[src/rtl/hazard_unit_n.sv]
`default_nettype none
// +--------------------------------------------------------------------------+
// | Module  : hazard_unit_n                                                  |
// | Brief   : RAW bypass/stall resolution, redirect flush, stall watchdog    |
// |           and saturating performance counters for the EX stage.          |
// | Revision: 1.0                                                            |
// +--------------------------------------------------------------------------+
module hazard_unit_n #(
  parameter int NREGS        = 32,
  parameter int FWD_STAGES   = 2,
  parameter int FLUSH_CYCLES = 2,
  parameter int STALL_MAX    = 16,
  parameter int CNT_W        = 16,
  localparam int AW          = $clog2(NREGS),
  localparam int SW          = $clog2(FWD_STAGES + 1)
) (
  input  logic                     clk,
  input  logic                     reset_n,
  input  logic                     ex_valid,
  input  logic [AW-1:0]            ex_rs1,
  input  logic [AW-1:0]            ex_rs2,
  input  logic                     ex_use_rs1,
  input  logic                     ex_use_rs2,
  input  logic [FWD_STAGES-1:0]    stg_we,
  input  logic [FWD_STAGES*AW-1:0] stg_rd,
  input  logic [FWD_STAGES-1:0]    stg_ready,
  input  logic                     fwd_en,
  input  logic                     redirect,
  input  logic                     clr_cnt,
  output logic [SW-1:0]            src1,
  output logic [SW-1:0]            src2,
  output logic                     stall,
  output logic                     flush,
  output logic                     hang,
  output logic [CNT_W-1:0]         stall_cnt,
  output logic [CNT_W-1:0]         flush_cnt,
  output logic [CNT_W-1:0]         fwd_cnt
);

  localparam int c_fl_w  = $clog2(FLUSH_CYCLES + 1);
  localparam int c_run_w = $clog2(STALL_MAX);
  localparam logic [c_fl_w-1:0]  c_fl_load  = c_fl_w'(FLUSH_CYCLES - 1);
  localparam logic [c_run_w-1:0] c_run_last = c_run_w'(STALL_MAX - 1);

  logic [AW-1:0]      w_addr [2];
  logic [1:0]         w_use;
  logic [SW-1:0]      w_src  [2];
  logic [1:0]         w_hazard;
  logic               w_flush;
  logic               w_stall;
  logic               w_fwd_evt;

  logic [c_fl_w-1:0]  r_fl_cnt;
  logic [c_run_w-1:0] r_run;
  logic               r_hang;
  logic [CNT_W-1:0]   r_stall_cnt;
  logic [CNT_W-1:0]   r_flush_cnt;
  logic [CNT_W-1:0]   r_fwd_cnt;

  assign w_addr[0] = ex_rs1;
  assign w_addr[1] = ex_rs2;
  assign w_use     = {ex_use_rs2, ex_use_rs1};

  // Scan oldest to youngest so the youngest matching stage is the last writer.
  for (genvar g = 0; g < 2; g++) begin : g_opnd
    logic          w_hit;
    logic          w_rdy;
    logic [SW-1:0] w_sel;
    logic          w_active;

    always_comb begin
      w_hit = 1'b0;
      w_rdy = 1'b0;
      w_sel = '0;
      for (int i = FWD_STAGES; i >= 1; i--) begin
        if (stg_we[i-1] && (stg_rd[i*AW-1 -: AW] == w_addr[g])) begin
          w_hit = 1'b1;
          w_rdy = stg_ready[i-1];
          w_sel = SW'(i);
        end
      end
    end

    assign w_active    = w_use[g] && (w_addr[g] != '0);
    assign w_hazard[g] = w_active && w_hit && (!fwd_en || !w_rdy);
    assign w_src[g]    = (w_active && w_hit && fwd_en && w_rdy) ? w_sel : '0;
  end

  // Outputs are held quiet while reset is asserted.
  assign w_flush = reset_n && (redirect || (r_fl_cnt != '0));
  assign w_stall = reset_n && ex_valid && !w_flush && (|w_hazard);

  assign flush = w_flush;
  assign stall = w_stall;
  assign src1  = reset_n ? w_src[0] : '0;
  assign src2  = reset_n ? w_src[1] : '0;
  assign hang  = r_hang;

  assign w_fwd_evt = ex_valid && !w_stall && !w_flush
                     && ((src1 != '0) || (src2 != '0));

  function automatic logic [CNT_W-1:0] sat_inc(input logic [CNT_W-1:0] v);
    return (&v) ? v : v + 1'b1;
  endfunction

  // A redirect always reloads, so back-to-back redirects extend the flush.
  always_ff @(posedge clk or negedge reset_n) begin
    if (!reset_n) begin
      r_fl_cnt <= '0;
    end else if (redirect) begin
      r_fl_cnt <= c_fl_load;
    end else if (r_fl_cnt != '0) begin
      r_fl_cnt <= r_fl_cnt - 1'b1;
    end
  end

  // The run counter parks at its last value; hang is sticky from then on.
  always_ff @(posedge clk or negedge reset_n) begin
    if (!reset_n) begin
      r_run  <= '0;
      r_hang <= 1'b0;
    end else if (w_stall) begin
      if (r_run == c_run_last) begin
        r_hang <= 1'b1;
      end else begin
        r_run <= r_run + 1'b1;
      end
    end else begin
      r_run <= '0;
    end
  end

  always_ff @(posedge clk or negedge reset_n) begin
    if (!reset_n) begin
      r_stall_cnt <= '0;
      r_flush_cnt <= '0;
      r_fwd_cnt   <= '0;
    end else if (clr_cnt) begin
      r_stall_cnt <= '0;
      r_flush_cnt <= '0;
      r_fwd_cnt   <= '0;
    end else begin
      if (w_stall)   r_stall_cnt <= sat_inc(r_stall_cnt);
      if (w_flush)   r_flush_cnt <= sat_inc(r_flush_cnt);
      if (w_fwd_evt) r_fwd_cnt   <= sat_inc(r_fwd_cnt);
    end
  end

  assign stall_cnt = r_stall_cnt;
  assign flush_cnt = r_flush_cnt;
  assign fwd_cnt   = r_fwd_cnt;

endmodule
`default_nettype wire

[config.mk]
export PLATFORM = sky130hd
export DESIGN_NAME = hazard_unit_n
export DESIGN_NICKNAME = d
export VERILOG_FILES = /design/src/rtl/hazard_unit_n.sv
export SDC_FILE = /design/constraint.sdc
export NUM_CORES = 1
export LEC_CHECK = 0
export CORE_ASPECT_RATIO = 1.75
export CORE_MARGIN = 2
export CORE_UTILIZATION = 60
export CTS_CLUSTER_DIAMETER = 120
export CTS_CLUSTER_SIZE = 40
export DETAILED_ROUTE_END_ITERATION = 12
export DONT_BUFFER_PORTS = 1
export PLACE_DENSITY_LB_ADDON = 0.15
export SLEW_MARGIN = 20
export SYNTH_ARGS = -nofsm -noshare
export SYNTH_HDL_FRONTEND = slang
export SYNTH_SLANG_ARGS = --single-unit
export TNS_END_PERCENT = 50
[constraint.sdc]
create_clock -name clk -period 6.9 [get_ports clk]
set_clock_uncertainty 0.2 [all_clocks]
set_input_delay 1.38 -clock clk [delete_from_list [all_inputs] [get_ports clk]]
set_output_delay 1.38 -clock clk [all_outputs]
set_load 0.02 [all_outputs]
==> qor.yml <==
status: "finished, final reports clean"
synthCells: 388
synth_compound_gate_area_share_pct: 12.2
grt_pass1_wl_um: 13100
gp_congestion: 0.885
cts_tree: "done"
yosysUniqueCellTypes: 51
postRouteAntennaNets: 0
hold_class: "reg2reg"
place_inst: 449
synth_xor_xnor_area_share_pct: 9.56
synthMuxAreaShare_pct: 3.45
firstDrtPassIters: 4
synth-async-reset-ratio_pct: 100
ys.flop_type: "dfrtp_1"
drc: 0
synth_seq_cells: 55
viasPerCell: 6.29
synth_top_family_by_area: "simple AND/OR/NAND/NOR gates"
rsz0062_at_grt: "false"
n_antenna_cell: 0
start_util_pct: 62.3
crit_buf_inv: 1
antenna_found_initial: 0
cap_violations: 0
rows: 36
cp_slowest_stage_delay_ps: 400
drtIter0Drc: 210
overflow: 0
finalPower_w: 0.000625
ios: 87
ys_seq_area_share_pct: 39.6
dp_hpwl_um: 5510
syn_area_per_cell_um2: 8.97
num_vias: 2880
dieArea_um2: 6450
worstPathArrival_ps: 3090
port_buffers: 0
dp_slack_ps: 2230
syn_nets: 425
postCtsSetupBuffers: 0
crit_chain: "xnor2_1, nand4_1, or2_1, a211o_1, a21o_2, inv_2"
hold_viol_final: 0
clkTransAtPathRegs_ps: 110
grt_pass1_vias: 2939
vdd_drop_max_v: 0.000164
worstSkewPairLatency_ps: 320
tightestPinTransition_ps: 931
max_slew_margin_pct: 37.8
clockRootBuffer: "clkbuf_8"
synthAdderAreaFrac_pct: 1.80
yosys_warnings: 0
cp.required_ps: 5320
synthSimpleGateAreaFrac_pct: 29.2
drive_above_1_share_pct: 5.76
cts.sinks: 55
slew_viol_final: 0
grt_max_degree: 60
wire_per_inst_um: 16.9
synth_area_um2: 3480
crit_type: "in2out"
post-route-period-util_pct: 67.7
grt_usage_pct: 25.7
wl_um: 7740
dieHeight_um: 105
critPathCaptureType: "primary output"
area_growth_pct: 4.06
fmax_mhz: 214
fin_ws_ps: 2230
crit_slowest_cell: "inv_2"
path_max_fanout: 27
start_kind: "primary input"
power.density_nw_per_um2: 172
numCtsBuffers: 5
leakagePower_nw: 1.38
postCtsResizedCells: 0
tns_ps: 0
clockBufferDepth: 2
finalSetupViolCount: 0
nNetsFinal: 418
synth_edf_count: 0
htreeDepth: 2
holdBufCountCts: 0
finalNonFillerCells: 458
die_w_um: 61.6
cp_top_family: "compound AO/OA/AOI/OAI gates"
coreArea_um2: 5590
min_period_ps: 4670
## worst min-delay path, delay by kind of cell (launching register included)
kind,cells,cell delay [ps]
DFF,1,370
and+or+nand+nor,1,50
xor gates and xnor gates,1,70
## final timing paths
kind / from / end / slack, ps / cells past startpoint
max: ex_rs1[2] / stall / 2230 / 6
min: r_fl_cnt[0] / r_fl_cnt[0] / 330 / 2
max reg2reg: r_fl_cnt[0] / stall_cnt[6] / 3750 / 8
min reg2reg: r_fl_cnt[0] / r_fl_cnt[0] / 330 / 2
max in group asynchronous: reset_n / flush_cnt[3] / 5840 / 0
min in group asynchronous: reset_n / fwd_cnt[2] / 530 / 0
## registers in the layout, summed over array words and instances (netlist names)
name / cells
r_run: 4
r_fl_cnt: 2
fwd_cnt: 16
hang: 1
flush_cnt: 16
stall_cnt: 16
## routing by layer
metal | routed length (um) | track usage (%) | share of wire, % | vias up
met3 | 426 | 6.93 | 5.5 | 10
met4 | 133 | 9.42 | 1.7 | 0
met1 | 2940 | 29.7 | 38 | 1399
li1 | - | - | - | 1402
met2 | 4240 | 43.5 | 55 | 69
met5 | 0 | 0 | 0 | -
## kinds of logic after synthesis
logic type,after synthesis
xor+xnor,38
fa+ha+maj,5
buf+inv,33
compound gates,61
mux,11
flops,55
simple gates,185
## where the power goes
group	internal, W	leakage [nW]	switching [W]	total, W
Combinational	0.0000288	0.554	0.0000372	0.0000660
Clock	0.000108	0.0581	0.000111	0.000220
Sequential	0.000330	0.763	0.00000937	0.000339
## synth_stat cells, types with 2 or more instances
cell	count	share of area (%)
dfrtp_1	55	40
nor2_1	46	5.0
nand3_1	27	3.9
nand2_1	24	2.6
xnor2_1	24	6.0
a21oi_1	21	3.0
inv_1	16	1.7
nor3_1	16	2.3
xor2_1	14	3.5
or4_1	13	2.8
nor4_1	10	1.8
o41ai_1	9	2.3
clkbuf_1	8	0.86
nand4_1	8	1.4
nor2b_1	7	1.3
o31ai_1	7	1.5
or3_1	7	1.3
and4_1	6	1.5
mux2_1	6	1.9
buf_2	5	0.72
ha_1	5	1.8
or4b_1	5	1.4
o21ai_1	4	0.58
a31o_2	3	0.76
and3_1	3	0.54
mux2i_1	3	0.86
o31a_1	3	0.76
a31oi_1	2	0.36
and4b_1	2	0.58
buf_6	2	0.65
mux2_2	2	0.65
nand4bb_1	2	0.65
nor3b_1	2	0.43
o21ba_1	2	0.58
o21bai_1	2	0.43
or2_2	2	0.36
## through the flow
step           utilization, %  hold WS [ps]  instance area, um^2
3_3_place_gp             62.6           301                 3500
3_5_place_dp             62.6           301                 3500
6_report                 64.8           327                 3620
2_1_floorplan               -           280                 3480
5_1_grt                  64.8           381                 3620
4_1_cts                  64.6           331                 3610
## cell type report
class	count	area [um^2]
clock buffers	5	68.8
inverters	17	63.8
flip-flops and latches	55	1380
multi-input cells	300	1950
repair buffers	2	18.8
well taps	76	95.1
fillers	516	1960
clock inverters	3	43.8
## placed cells by master (no fill, tap or decap), types with 13 or more instances in the layout
cell type   n
nand3_1    27
dfrtp_1    55
nor3_1     16
nand2_1    24
xnor2_1    24
inv_1      16
a21oi_1    21
or4_1      13
nor2_1     46
xor2_1     14
No activity file was read; power rests on OpenSTA's default activity.
